**src/rtl/dnn_pkg.sv**
```systemverilog
// Shared NFU/eDRAM definitions: FSM encodings and default datapath sizes.
// Used by nbout_edram_writer (optional feature macro: NBOUT_WR_STICKY_ERR_EN).
package dnn_pkg;

  localparam int N_DEF  = 16;
  localparam int TN_DEF = 16;

  localparam logic [1:0] ST_IDLE  = 2'd0;
  localparam logic [1:0] ST_RUN   = 2'd1;
  localparam logic [1:0] ST_DRAIN = 2'd2;
  localparam logic [1:0] ST_DONE  = 2'd3;

  // Pointer index width for a power-of-two FIFO; never below 1 bit.
  function automatic int ptr_w(input int depth);
    return (depth <= 2) ? 1 : $clog2(depth);
  endfunction

endpackage

```
**src/rtl/nbout_edram_writer_if.sv**
```systemverilog
// NFU-3 output stream in, eDRAM write port out. master = the writer block,
// slave = the surrounding NFU/eDRAM side.
interface nbout_edram_writer_if #(
  parameter int N        = 16,
  parameter int Tn       = 16,
  parameter int EDRAM_AW = 16
);
  logic                i_valid;
  logic [N*Tn-1:0]     i_data;
  logic                i_edram_ready;
  logic                o_edram_valid;
  logic [N*Tn-1:0]     o_edram_data;
  logic [EDRAM_AW-1:0] o_edram_addr;

  modport master (
    input  i_valid, i_data, i_edram_ready,
    output o_edram_valid, o_edram_data, o_edram_addr
  );

  modport slave (
    output i_valid, i_data, i_edram_ready,
    input  o_edram_valid, o_edram_data, o_edram_addr
  );
endinterface

```
**src/rtl/sync_fifo.sv**
```systemverilog
// Synchronous FIFO with a registered head: dout always holds the oldest entry
// whenever !empty, so a push into an empty FIFO is visible on the next cycle.
module sync_fifo
  import dnn_pkg::*;
#(
  parameter int W     = 8,
  parameter int DEPTH = 4,
  localparam int AW   = ptr_w(DEPTH),
  localparam int CW   = AW + 1
) (
  input  logic          clk,
  input  logic          rst_n,
  input  logic          push,
  input  logic          pop,
  input  logic [W-1:0]  din,
  output logic [W-1:0]  dout,
  output logic          full,
  output logic          empty,
  output logic [CW-1:0] count
);

  logic [W-1:0] mem [DEPTH];
  logic [AW:0]  wr_ptr, rd_ptr, rd_ptr_n;
  logic         wr_en, rd_en;

  assign empty    = (wr_ptr == rd_ptr);
  assign full     = (wr_ptr[AW-1:0] == rd_ptr[AW-1:0]) && (wr_ptr[AW] != rd_ptr[AW]);
  assign count    = wr_ptr - rd_ptr;
  assign rd_en    = pop && !empty;
  // A full FIFO still accepts a push when the head leaves in the same cycle.
  assign wr_en    = push && (!full || rd_en);
  assign rd_ptr_n = rd_ptr + (AW+1)'(rd_en);

  always_ff @(posedge clk) begin
    if (wr_en) mem[wr_ptr[AW-1:0]] <= din;
  end

  always_ff @(posedge clk) begin
    if (!rst_n) begin
      wr_ptr <= '0;
      rd_ptr <= '0;
      dout   <= '0;
    end else begin
      if (wr_en) wr_ptr <= wr_ptr + 1'b1;
      rd_ptr <= rd_ptr_n;
      // Next head is either the word being written now or one already stored.
      if (wr_en && (rd_ptr_n == wr_ptr)) dout <= din;
      else if (rd_ptr_n != wr_ptr)       dout <= mem[rd_ptr_n[AW-1:0]];
    end
  end

endmodule

```
**src/rtl/nbout_edram_writer.sv**
```systemverilog
// Buffers NFU-3 output vectors and writes them to consecutive eDRAM lines.
// Define NBOUT_WR_STICKY_ERR_EN to add the sticky o_err drop flag.
module nbout_edram_writer
  import dnn_pkg::*;
#(
  parameter int N        = N_DEF,
  parameter int Tn       = TN_DEF,
  parameter int DEPTH    = 4,
  parameter int EDRAM_AW = 16,
  parameter int CNT_W    = 16
) (
  input  logic                clk,
  input  logic                rst_n,
  input  logic                i_start,
  input  logic [EDRAM_AW-1:0] i_base_addr,
  input  logic [CNT_W-1:0]    i_num_beats,
  nbout_edram_writer_if.master bus,
  output logic                o_busy,
  output logic                o_done,
  output logic                o_drop
`ifdef NBOUT_WR_STICKY_ERR_EN
  ,
  output logic                o_err
`endif
);

  localparam int CW = ptr_w(DEPTH) + 1;

  logic [1:0]          state, state_n;
  logic [CNT_W-1:0]    num_q, beat_cnt;
  logic [EDRAM_AW-1:0] addr_q;
  logic                fifo_full, fifo_empty;
  logic [CW-1:0]       fifo_count;
  logic                start_ok, take, pop, last_beat;

  assign start_ok  = (state == ST_IDLE) && i_start;
  assign take      = (state == ST_RUN) && bus.i_valid;
  assign pop       = bus.o_edram_valid && bus.i_edram_ready;
  assign o_drop    = take && fifo_full && !pop;
  // Dropped vectors still consume a beat so the job length stays fixed.
  assign last_beat = take && (beat_cnt == num_q - 1'b1);

  sync_fifo #(.W(N*Tn), .DEPTH(DEPTH)) u_fifo (
    .clk   (clk),
    .rst_n (rst_n),
    .push  (take),
    .pop   (pop),
    .din   (bus.i_data),
    .dout  (bus.o_edram_data),
    .full  (fifo_full),
    .empty (fifo_empty),
    .count (fifo_count)
  );

  always_comb begin
    state_n = state;
    case (state)
      ST_IDLE:  if (i_start) state_n = (i_num_beats == '0) ? ST_DONE : ST_RUN;
      ST_RUN:   if (last_beat) state_n = ST_DRAIN;
      ST_DRAIN: if (fifo_empty || ((fifo_count == CW'(1)) && pop)) state_n = ST_DONE;
      default:  state_n = ST_IDLE;
    endcase
  end

  always_ff @(posedge clk) begin
    if (!rst_n) begin
      state    <= ST_IDLE;
      num_q    <= '0;
      beat_cnt <= '0;
      addr_q   <= '0;
    end else begin
      state <= state_n;
      if (start_ok) begin
        num_q    <= i_num_beats;
        beat_cnt <= '0;
        addr_q   <= i_base_addr;
      end else begin
        if (take) beat_cnt <= beat_cnt + 1'b1;
        // Address follows pops only, so drops leave no gaps in eDRAM.
        if (pop)  addr_q   <= addr_q + 1'b1;
      end
    end
  end

  assign bus.o_edram_valid = !fifo_empty;
  assign bus.o_edram_addr  = addr_q;
  assign o_busy            = (state != ST_IDLE);
  assign o_done            = (state == ST_DONE);

`ifdef NBOUT_WR_STICKY_ERR_EN
  logic err_q;
  always_ff @(posedge clk) begin
    if (!rst_n)        err_q <= 1'b0;
    else if (start_ok) err_q <= 1'b0;
    else if (o_drop)   err_q <= 1'b1;
  end
  assign o_err = err_q;
`endif

endmodule

```
**src/flat_wrapper.sv**
```systemverilog
// flat-port wrapper written by rule: the top's interface ports become plain ports
module nbout_edram_writer_flat import dnn_pkg::*;
#(
  parameter int N        = N_DEF,
  parameter int Tn       = TN_DEF,
  parameter int DEPTH    = 4,
  parameter int EDRAM_AW = 16,
  parameter int CNT_W    = 16
)
  (clk, rst_n, i_start, i_base_addr, i_num_beats, o_busy, o_done, o_drop, bus_i_valid, bus_i_data, bus_i_edram_ready, bus_o_edram_valid, bus_o_edram_data, bus_o_edram_addr);
  nbout_edram_writer_if #(.N(N), .Tn(Tn), .EDRAM_AW(EDRAM_AW)) bus_i ();
  input  logic clk;
  input  logic rst_n;
  input  logic i_start;
  input  logic [EDRAM_AW-1:0] i_base_addr;
  input  logic [CNT_W-1:0] i_num_beats;
  output logic o_busy;
  output logic o_done;
  output logic o_drop;
  input wire logic [$bits(bus_i.i_valid)-1:0] bus_i_valid;
  input wire logic [$bits(bus_i.i_data)-1:0] bus_i_data;
  input wire logic [$bits(bus_i.i_edram_ready)-1:0] bus_i_edram_ready;
  output wire logic [$bits(bus_i.o_edram_valid)-1:0] bus_o_edram_valid;
  output wire logic [$bits(bus_i.o_edram_data)-1:0] bus_o_edram_data;
  output wire logic [$bits(bus_i.o_edram_addr)-1:0] bus_o_edram_addr;
  assign bus_i.i_valid = bus_i_valid;
  assign bus_i.i_data = bus_i_data;
  assign bus_i.i_edram_ready = bus_i_edram_ready;
  assign bus_o_edram_valid = bus_i.o_edram_valid;
  assign bus_o_edram_data = bus_i.o_edram_data;
  assign bus_o_edram_addr = bus_i.o_edram_addr;
  nbout_edram_writer #(.N(N), .Tn(Tn), .DEPTH(DEPTH), .EDRAM_AW(EDRAM_AW), .CNT_W(CNT_W)) u_core (.clk(clk), .rst_n(rst_n), .i_start(i_start), .i_base_addr(i_base_addr), .i_num_beats(i_num_beats), .bus(bus_i), .o_busy(o_busy), .o_done(o_done), .o_drop(o_drop));
endmodule
```
**config.mk**
```make
export PLATFORM = sky130hd
export DESIGN_NAME = nbout_edram_writer_flat
export DESIGN_NICKNAME = d
export VERILOG_FILES = /design/src/rtl/dnn_pkg.sv /design/src/rtl/nbout_edram_writer_if.sv /design/src/rtl/sync_fifo.sv /design/src/rtl/nbout_edram_writer.sv /design/src/flat_wrapper.sv
export SDC_FILE = /design/constraint.sdc
export NUM_CORES = 1
export LEC_CHECK = 0
export BUFFER_PORTS_ARGS = -buffer_cell sky130_fd_sc_hd__buf_4
export CAP_MARGIN = 30
export CORE_ASPECT_RATIO = 0.6
export CORE_MARGIN = 3
export CORE_UTILIZATION = 40
export CTS_BUF_LIST = sky130_fd_sc_hd__clkbuf_16
export CTS_CLUSTER_DIAMETER = 200
export DETAILED_ROUTE_END_ITERATION = 8
export PLACE_DENSITY = 0.57
export SLEW_MARGIN = 30
export SYNTH_ARGS = -nofsm -noshare
export SYNTH_HDL_FRONTEND = slang
export SYNTH_HIERARCHICAL = 1
export SYNTH_SLANG_ARGS = --single-unit
export TNS_END_PERCENT = 30
```
**constraint.sdc**
```tcl
create_clock -name clk -period 12.9 [get_ports clk]
set_input_delay 0.645 -clock clk [delete_from_list [all_inputs] [get_ports clk]]
set_output_delay 0.645 -clock clk [all_outputs]
set_load 0.02 [all_outputs]
```
# [After elaboration in Yosys (flattened, before gate mapping)]
# Memory sizes are Yosys's and may differ from the RTL's.
# Cells that the tools add are included.
[classes] add_sub_neg=6 multipliers=0 div=0 magnitude_cmp=0 eq_ne=13 shifts=0 muxes=11 bitwise_logic=1 reduce_logical=23
[op_table] cell="$mux 256" n=2
[op_table] cell="$add 16x1->16 const B" n=2
[op_table] cell="$mux 16" n=2
[op_table] cell="$eq 16x16->1" n=1
[op_table] cell="$logic_not 16->1" n=1
[op_table] cell="$sub 16x1->16 const B" n=1
[op_table] cell="$logic_and 1x1->1" n=11
[op_table] cell="$mux 2" n=4
[op_table] cell="$eq 3x3->1" n=2
[op_table] cell="$pmux 2 s3" n=1
[op_table] cell="$reduce_bool 2->1" n=3
[op_table] cell="$eq 2x2->1 const B" n=2
[op_table] cell="$ne 2x1->1 const B" n=2
[op_table] cell="$add 3x1->3" n=1
[op_table] cell="$add 3x1->3 const B" n=1
[op_table] cell="$eq 3x1->1 const B" n=1
[op_table] cell="$logic_not 1->1" n=3
[op_table] cell="$ne 3x3->1" n=1
[op_table] cell="$reduce_and 3->1" n=1
[op_table] cell="$sub 3x3->3" n=1
[op_table] cell="$eq 2x1->1 const B" n=1
[op_table] cell="$eq 2x2->1" n=1
[op_table] cell="$logic_not 2->1" n=1
[op_table] cell="$logic_or 1x1->1" n=2
[op_table] cell="5 further kinds" n=6
[totals] ff_bits=312 latch_bits=0 mem_bits_rw=1024 rom_bits=0 input_bits=293 output_inout_bits=276 wordCells=62 memories=1
[memory_table] name="u_core.u_fifo.mem" words=4 width=256 read_ports=1 rd_ports_with_merged_regs=0 write_ports=1 line_no="sync_fifo.sv:22" rtl="logic [W-1:0] mem [DEPTH];"

# [Longest topological paths before layout]
# Gate-level depths: netlist of run 1.
[depth] word_depth=8 mapped_depth=16 depth_no_buf=11

# [Hierarchy]
# The synthesis of run 1 kept the hierarchy.
[by_module_without_submodules] mod="sync_fifo" n_inst=1 cells_per_inst=2808 area_per_inst_um2=47943.5 seq_area_each_um2=35994.5
[by_module_without_submodules] mod="nbout_edram_writer" n_inst=1 cells_per_inst=364 area_per_inst_um2=2954.1 seq_area_each_um2=1001.0

# [Worst setup path before layout of run 1]
# Ideal clock, no wire load.
[synth_timing] path_type="reg-to-reg" startpoint="reg u_core.u_fifo.wr_ptr[0]" endpoint="mem u_core/u_fifo/mem[0][0] (netlist bit), enable pin" setup_ps=650 arrival_ps=7901 required_ps=12250 path_slack_ps=4349 stages_incl_launch_ff=11 path_buffers=4 synth_period_minus_slack_ps=8551 path_cell_list="dfxtp_1 > inv_1 > ha_1 > and3_1 > nor2b_1 > clkbuf_1 > o31a_1 > buf_4 > buf_2 > buf_2 > and2_1"
[synth_via] elab_chain_cells=8 elab_cells_between_ends=11 classes_between="eq/ne: 2; mux: 2; reduce/logical: 7"
[synth_lines] item="start: declaration" line_no="sync_fifo.sv:23" rtl="logic [AW:0] wr_ptr, rd_ptr, rd_ptr_n;"
[synth_lines] item="start signal: assignment" line_no="sync_fifo.sv:44" rtl="if (wr_en) wr_ptr <= wr_ptr + 1'b1;"
[synth_lines] item="$eq 3x3->1" line_no="sync_fifo.sv:26" rtl="assign empty = (wr_ptr == rd_ptr);"
[synth_lines] item="via u_core.fifo_empty" line_no="nbout_edram_writer.sv:32" rtl="logic fifo_full, fifo_empty;"
[synth_lines] item="$logic_not 1->1" line_no="nbout_edram_writer.sv:85" rtl="assign bus.o_edram_valid = !fifo_empty;"
[synth_lines] item="$logic_and 1x1->1" line_no="nbout_edram_writer.sv:38" rtl="assign pop = bus.o_edram_valid && bus.i_edram_ready;"
[synth_lines] item="via u_core.pop" line_no="nbout_edram_writer.sv:34" rtl="logic start_ok, take, pop, last_beat;"
[synth_lines] item="$logic_and 1x1->1" line_no="sync_fifo.sv:29" rtl="assign rd_en = pop && !empty;"
[synth_lines] item="$logic_or 1x1->1" line_no="sync_fifo.sv:31" rtl="assign wr_en = push && (!full || rd_en);"
[synth_lines] item="$logic_and 1x1->1" line_no="sync_fifo.sv:31"
[synth_lines] item="$mux 1" line_no="sync_fifo.sv:35" rtl="if (wr_en) mem[wr_ptr[AW-1:0]] <= din;"
[synth_lines] item="$mux 1 (implied by the code)" line_no="sync_fifo.sv:35"
[synth_lines] item="end: declaration" line_no="sync_fifo.sv:22"
# The timed path passes the listed nets, and every way through them passes these cells.

# [Worst setup path after layout of run 1]
[layout_timing] startpoint="reg u_core.u_fifo.wr_ptr[0]" endpoint="reg u_core.u_fifo.dout[36]"
[layout_via] elab_chain_cells=8 elab_cells_between_ends=17 classes_between="add/sub: 1; eq/ne: 4; mux: 2; reduce/logical: 9; memory: 1"
[layout_lines] item="$eq 3x3->1 *" line_no="sync_fifo.sv:26"
[layout_lines] item="via u_core.fifo_empty" line_no="nbout_edram_writer.sv:32"
[layout_lines] item="$logic_not 1->1 *" line_no="sync_fifo.sv:29, nbout_edram_writer.sv:85"
[layout_lines] item="$logic_and 1x1->1" line_no="nbout_edram_writer.sv:38"
[layout_lines] item="$logic_and 1x1->1 *" line_no="sync_fifo.sv:29"
[layout_lines] item="$add 3x1->3 *" line_no="sync_fifo.sv:32" rtl="assign rd_ptr_n = rd_ptr + (AW+1)'(rd_en);"
[layout_lines] item="via u_core.u_fifo.rd_ptr_n[1]" line_no="sync_fifo.sv:23"
[layout_lines] item="$mem_v2 4x256 / $eq 3x3->1 (equally long branches)"
[layout_lines] item="$mux 256 / $logic_and 1x1->1 (equally long branches)" line_no="sync_fifo.sv:48, sync_fifo.sv:47"
[layout_lines] item="$mux 256 / $reduce_bool 2->1 (equally long branches)"
[layout_lines] item="end signal: assignment" line_no="sync_fifo.sv:47" rtl="if (wr_en && (rd_ptr_n == wr_ptr)) dout <= din;"
[layout_lines] item="end signal: assignment" line_no="sync_fifo.sv:48" rtl="else if (rd_ptr_n != wr_ptr) dout <= mem[rd_ptr_n[AW-1:0]];"
[layout_lines] item="end: declaration" line_no="sync_fifo.sv:16" rtl="output logic [W-1:0] dout,"
# Mark *: on every way through the listed nets, which the timed path passes. The rest lies on a longest branch. The select of a mux whose other input is x is not followed.
# A chain may end at the register's enable or synchronous reset.

==> metrics, run 1 <==
slowest stage cell, crit path buf_4; Tcrit/Tclk final 0.460; kind of cell adding the most delay to the critical path buffers and inverters; post-CTS sizing 0; critical setup path kind register to register; first-pass GRT wire length just under 200 mm; top area cells in the synthesized netlist edfxtp_1 60%, dfxtp_1 12%, mux4_2 11%; largest net degree at the start of global routing between 200 and 250; Mapped Cells roughly 3200; Synth Flop Type edfxtp_1; crit path capture type register; placer congestion estimate 0.773; clk buf depth 3; Yosys warnings 6; Post-synth EDFFs slightly above 1000; asr flop ratio synth 0; Clock Root Buffer clkbuf_16; maximum vdd drop approximately 0.00012 V; worst hold start bus_i_data[252]; fmax 169 MHz; drt pass-1 iters 5; worst-path cell chain inv_1 > ha_1 > and3_1 > nor2b_2 > nor2b_1 > ha_4 > ha_4 > xor2_1 > nor3_4 > buf_4 > buf_12 > buf_4 > o21ai_0 > a31oi_1; clock slew at reported path FFs around 0.07 ns; switching pwr roughly 3.4 mW; DIE HEIGHT about 280 um; hpwl dp about 76 mm; Setup Skew about 0.025 ns; FF-to-FF End u_core/u_fifo/dout[36]; # port buffers roughly 570; top cell type's share of synthesized area 0.604; Tmin final 5.93 ns; status finished, final reports clean; Seq/Total Area, Yosys 0.727; Slew @ Worst Pin between 1 and 1.5 ns; vias in the first global route between 20000 and 30000; Reg power frac 0.476; pre-CTS setup slack roughly 6.7 ns; CTS tree done; total CTS buffers roughly 120; worst-path maximum fanout 200; CTS Sinks approximately 1300; htree depth 3; aggregate global-route resource usage 0.193; hold buffers post-CTS 0; Startpoint Class register; vias per cell 5.33; sw frac 0.298; top cells by count, synth 1024 x edfxtp_1, 583 x nand2_1, 312 x dfxtp_1; FF-to-FF setup slack around 7 ns; Setup WS post-layout 6.97 ns; WHS Path Cells 1; Hold Vio Cnt, Final 0; P_int about 8 mW; die area 132000 um2; Worst-Skew Late Latency between 0.7 and 0.8 ns; total number of vias roughly 29000; IO Count about 570; Routed Wire Length approximately 130 mm; Final Max Slew Viols 0; row cnt 100; Syn Area/Cell between 15 and 20 um2; syn_nets 3481; top-count cell post-synth edfxtp_1; antenna violations before repair 12; post-CTS setup buffers 0; DIE WIDTH roughly 470 um; final setup violation count 0; Overall Power about 11 mW; CP required 13.56 ns; placement-stage cell area between 50000 and 60000 um2; Comb pwr share 0.213; Pwr per Cell Area 188 nW/um2; Post-Place Cells ~5200; RSZ-0062 raised after global routing false; Yosys top cell by area edfxtp_1; Worst slew margin 0.319; leakage around 20 nW; Worst R2R Path Depth 14; Worst Path Buf+Inv 4; Non-Filler Instances approximately 5500; max_cap viols 0; drt initial violations approximately 2100; post-route cell area a little over 60000 um2; fraction of layout cells with a size suffix above 1 0.280; post-route ant nets 0; Critical Path AT ~6.6 ns; Worst R2R Start u_core/u_fifo/wr_ptr[0]; Syn-to-layout area delta 19.1%; core area about 130000 um2; crit-path max cell delay around 0.75 ns; Hold WC Path Type input port to register; DRC viols 0; FF+latch count, synth roughly 1300; Nets between 4000 and 5000; Total Neg Setup Slack 0 ns; Remaining Overflow, GRT 0; Synth cell types 63; wire per inst 23.6 um; clock network fraction of total power 0.310; Mapped Area ~51000 um2; starting density of the core 0.407; Worst Hold Path EP u_core/u_fifo/mem[1][252]
-- per-stage QoR --
step                      hold WS [ns]   util
after floorplan                  0.457      -
after global placement           0.461  0.452
after detailed placement         0.465  0.453
after CTS                       0.0474  0.484
after global routing            0.0600  0.485
final                            0.122  0.485
-- per-layer routing --
layer | GRT usage | share of wire | vias up
met2 | 0.301 | 0.46 | 711
met3 | 0.0439 | 0.059 | 171
met4 | 0.0511 | 0.024 | 14
met1 | 0.275 | 0.45 | 15038
li1 | - | - | 13317
met5 | 0 | 0.00072 | -
-- how the worst max path moves through the flow --
stage	from	endpoint	slack, ns	depth (start not counted)
final	u_core/u_fifo/wr_ptr[0]	u_core/u_fifo/dout[36]	6.97	14
after global routing	u_core/u_fifo/wr_ptr[0]	u_core/u_fifo/dout[36]	6.46	14
after CTS	u_core/u_fifo/wr_ptr[0]	u_core/u_fifo/dout[42]	6.64	14
after detailed placement	u_core/u_fifo/wr_ptr[0]	u_core/u_fifo/dout[23]	6.66	14
after global placement	u_core/u_fifo/wr_ptr[0]	u_core/u_fifo/dout[27]	6.59	12
after floorplan	u_core/u_fifo/wr_ptr[0]	u_core/u_fifo/mem[0][0]	4.35	10
-- registers in the layout, indices dropped and copies added (netlist names) --
name,count
u_core/beat_cnt,16
u_core/u_fifo/dout,256
u_core/u_fifo/wr_ptr,3
u_core/u_fifo/rd_ptr,3
u_core/u_fifo/mem,1024
u_core/state,2
u_core/bus.o_edram_addr,16
u_core/num_q,16
-- cells in the final DEF, fill, tap and decap left out, types with 45 or more instances in the layout --
| cell type | synthesis | final |
|---|---|---|
| mux4_2 | 256 | 256 |
| clkbuf_16 | 0 | 121 |
| nand2_1 | 583 | 583 |
| o21ai_0 | 262 | 262 |
| dfxtp_1 | 312 | 312 |
| edfxtp_1 | 1024 | 1024 |
| inv_1 | 13 | 45 |
| a31oi_1 | 257 | 257 |
| buf_4 | 13 | 602 |
-- cells by family (layout without fill, tap and decap cells) --
group	after synthesis	after routing	synth area share
AND/OR/NAND/NOR	702	702	0.0570
adder cells (fa/ha/maj)	16	16	0.00408
multiplexers	260	260	0.114
flip-flops	1336	1336	0.727
AO/OA/AOI/OAI	579	579	0.0667
other	0	5	0
buffers and inverters	231	858	0.0226
XOR/XNOR	48	48	0.00870
-- area by class of cell --
type / count / area [um2]
Antenna cell: 5 / 12.5
Clock buffer: 121 / 3030
Clock inverter: 108 / 863
Fill cell: 10664 / 64500
Inverter: 13 / 48.8
Multi-Input combinational cell: 1605 / 12800
Sequential cell: 1336 / 37000
Tap cell: 1683 / 2110
Timing Repair Buffer: 616 / 4770
-- power by group through the flow --
| stage | registers [mW] | clock network, mW | logic, mW |
|---|---|---|---|
| floorplan | 5.87 | 0 | 1.05 |
| global placement | 5.51 | 0 | 2.45 |
| detailed placement | 5.51 | 0 | 2.46 |
| CTS | 5.43 | 3.64 | 2.46 |
| global route | 5.47 | 3.82 | 2.63 |
| finish | 5.42 | 3.53 | 2.43 |
(Power assumes the default switching activity.)
==> inputs of run 2 (changes only) <==
==> constraint.sdc (replaced) <==
create_clock -name clk -period 5.73 [get_ports clk]
set_input_delay 0.2865 -clock clk [delete_from_list [all_inputs] [get_ports clk]]
set_output_delay 0.2865 -clock clk [all_outputs]
set_load 0.02 [all_outputs]
==> metrics, run 2 (synthesis gave the netlist of run 1 again) <==
crit path capture type register (unchanged); kind of cell adding the most delay to the critical path simple AND/OR/NAND/NOR gates (was buffers and inverters); FF-to-FF End u_core/u_fifo/dout[80] (was u_core/u_fifo/dout[36]); Remaining Overflow, GRT 0 (unchanged); Syn-to-layout area delta 25.8% (was 19.1%); total number of vias 30567 (was 29251); CTS Sinks 1336 (unchanged); crit-path max cell delay 0.71 ns (was 0.75 ns); DRC viols 0 (unchanged); Tmin final 4.50 ns (was 5.93 ns); CTS tree done (unchanged); Pwr per Cell Area 407 nW/um2 (was 188 nW/um2); htree depth 3 (unchanged); post-CTS sizing 0 (unchanged); hpwl dp 76.8 mm (was 75.9 mm); Clock Root Buffer clkbuf_16 (unchanged); core area 125000 um2 (unchanged); drt initial violations 2305 (was 2119); IO Count 569 (unchanged); maximum vdd drop 0.000301 V (was 0.000120 V); Worst Path Buf+Inv 3 (was 4); die area 132000 um2 (unchanged); aggregate global-route resource usage 0.198 (was 0.193); CP Launch Point u_core/u_fifo/wr_ptr[0] (unchanged); Setup Skew 0.0307 ns (was 0.0245 ns); Worst-Skew Late Latency 0.75 ns (was 0.72 ns); DIE WIDTH 467 um (unchanged); starting density of the core 0.407 (unchanged); fmax 222 MHz (was 169 MHz); Critical Path AT 5.13 ns (was 6.59 ns); Startpoint Class register (unchanged); placement-stage cell area 57000 um2 (was 56600 um2); first-pass GRT wire length 199 mm (was 193 mm); placer congestion estimate 0.774 (was 0.773); vias in the first global route 30856 (was 28967); max_cap viols 0 (unchanged); end of the critical path u_core/u_fifo/dout[80] (was u_core/u_fifo/dout[36]); antenna violations before repair 14 (was 12); Final Max Slew Viols 0 (unchanged); commonest non-fill, non-tap cell in the layout edfxtp_1 (unchanged); Worst slew margin 0.350 (was 0.319); Crit path depth 13 (was 14); WHS Path Cells 5 (was 1); post-route cell area 64000 um2 (was 60600 um2); Worst R2R Start u_core/u_fifo/wr_ptr[0] (unchanged); vias per cell 5.26 (was 5.33); Hold Vio Cnt, Final 0 (unchanged); status finished, final reports clean (unchanged); CP required 6.36 ns (was 13.56 ns); Post-Place Cells 5264 (was 5249); Overall Power 26.1 mW (was 11.4 mW); Tcrit/Tclk final 0.786 (was 0.460); Slew @ Worst Pin 0.975 ns (was 1.02 ns); Worst R2R Path Depth 13 (was 14); critical setup path kind register to register (unchanged); Routed Wire Length 132 mm (was 129 mm); RSZ-0062 raised after global routing false (unchanged); drt pass-1 iters 5 (unchanged); clk buf depth 3 (unchanged); FF-to-FF setup slack 1.23 ns (was 6.97 ns); total CTS buffers 121 (unchanged); final setup violation count 0 (unchanged); Non-Filler Instances 5809 (was 5487); Hold WC Path Type input port to register (unchanged); most frequent cells in the layout 1024 x edfxtp_1, 597 x buf_4, 583 x nand2_1 (was 1024 x edfxtp_1, 602 x buf_4, 583 x nand2_1); fraction of layout cells with a size suffix above 1 0.265 (was 0.280); DIE HEIGHT 282 um (unchanged); worst-path cell chain inv_1 > ha_1 > and3_1 > nor2b_1 > nor2b_1 > ha_4 > ha_4 > xor2_1 > nor3_4 > buf_4 > buf_12 > o21ai_0 > a31oi_1 (was inv_1 > ha_1 > and3_1 > nor2b_2 > nor2b_1 > ha_4 > ha_4 > xor2_1 > nor3_4 > buf_4 > buf_12 > buf_4 > o21ai_0 > a31oi_1); fin util 0.512 (was 0.485); row cnt 100 (unchanged); Nets 4318 (was 4002); post-route ant nets 0 (unchanged); clock slew at reported path FFs 0.07 ns (about the same); # port buffers 568 (unchanged); worst-path maximum fanout 46 (was 200); wire per inst 22.8 um (was 23.6 um); max FFs per register 1024 (unchanged); leakage 21.7 nW (was 20.3 nW); slowest stage cell, crit path nor2b_1 (was buf_4); largest net degree at the start of global routing 164 (was 201)
[run 2: changes by cell type in the layout (fill, tap and decap cells not counted), sizes merged]
cell,delta
dlygate4sd3,+305
diode,+4
clkinvlp,+4
buf,+11
inv,-11
clkinv,+9
[run 2: report_power, final]
group | internal, mW | switching (mW) | leakage, nW
logic | 2.30 | 3.54 | 7.94
clock network | 4.37 | 3.68 | 2.00
registers | 11.6 | 0.600 | 11.8
total | 18.3 | 7.82 | 21.7
[run 2: final cells by class]
type,instances,area [um2]
repair buffers,932,8100
diodes,9,22.5
multi-input cells,1605,12800
inverters,13,48.8
flip-flops and latches,1336,37000
well taps,1683,2110
clock buffers,121,3030
clock inverters,110,920
fillers,10423,61100
[run 2: worst min-delay path by stage]
stage	from	end	slack, ns
after global placement	u_core/u_fifo/dout[161]	u_core/u_fifo/dout[161]	0.46
after CTS	i_start	u_core/state[0]	0.1
final	i_start	u_core/state[0]	0.17
after detailed placement	u_core/u_fifo/dout[162]	u_core/u_fifo/dout[162]	0.46
after global routing	i_start	u_core/state[0]	0.18
after floorplan	bus_i_data[0]	u_core/u_fifo/mem[0][0]	0.39
[run 2: routing by layer]
layer | vias up | share of wire | GRT usage
met5 | - | 0.00032 | 0
met4 | 8 | 0.029 | 0.0610
met3 | 200 | 0.059 | 0.0431
met2 | 812 | 0.47 | 0.312
met1 | 15592 | 0.44 | 0.276
li1 | 13955 | - | -
[run 2: worst reg2reg max path, cell delays in order (launching register included)]
cell     delay (ns)
dfxtp_1        0.39
inv_1          0.12
ha_1           0.35
and3_1         0.23
nor2b_1        0.71
nor2b_1        0.34
ha_4           0.18
ha_4           0.34
xor2_1         0.17
nor3_4         0.70
buf_4          0.31
buf_12         0.22
o21ai_0        0.16
a31oi_1        0.20
[run 2: metrics by stage]
| stage | setup TNS [ns] | setup slack [ns] | hold WS, ns |
|---|---|---|---|
| after floorplan | -1339.78 | -2.82 | 0.385 |
| after global placement | 0 | 1.31 | 0.460 |
| after detailed placement | 0 | 1.26 | 0.465 |
| after CTS | 0 | 1.19 | 0.0968 |
| after global routing | 0 | 0.910 | 0.184 |
| final | 0 | 1.23 | 0.170 |
[run 2: what timing repair did]
| item | CTS | global route |
|---|---|---|
| hold buffers | 305 | 0 |
| hold endpoints to repair | 1313 | 0 |
| buffers inserted | 0 | 0 |
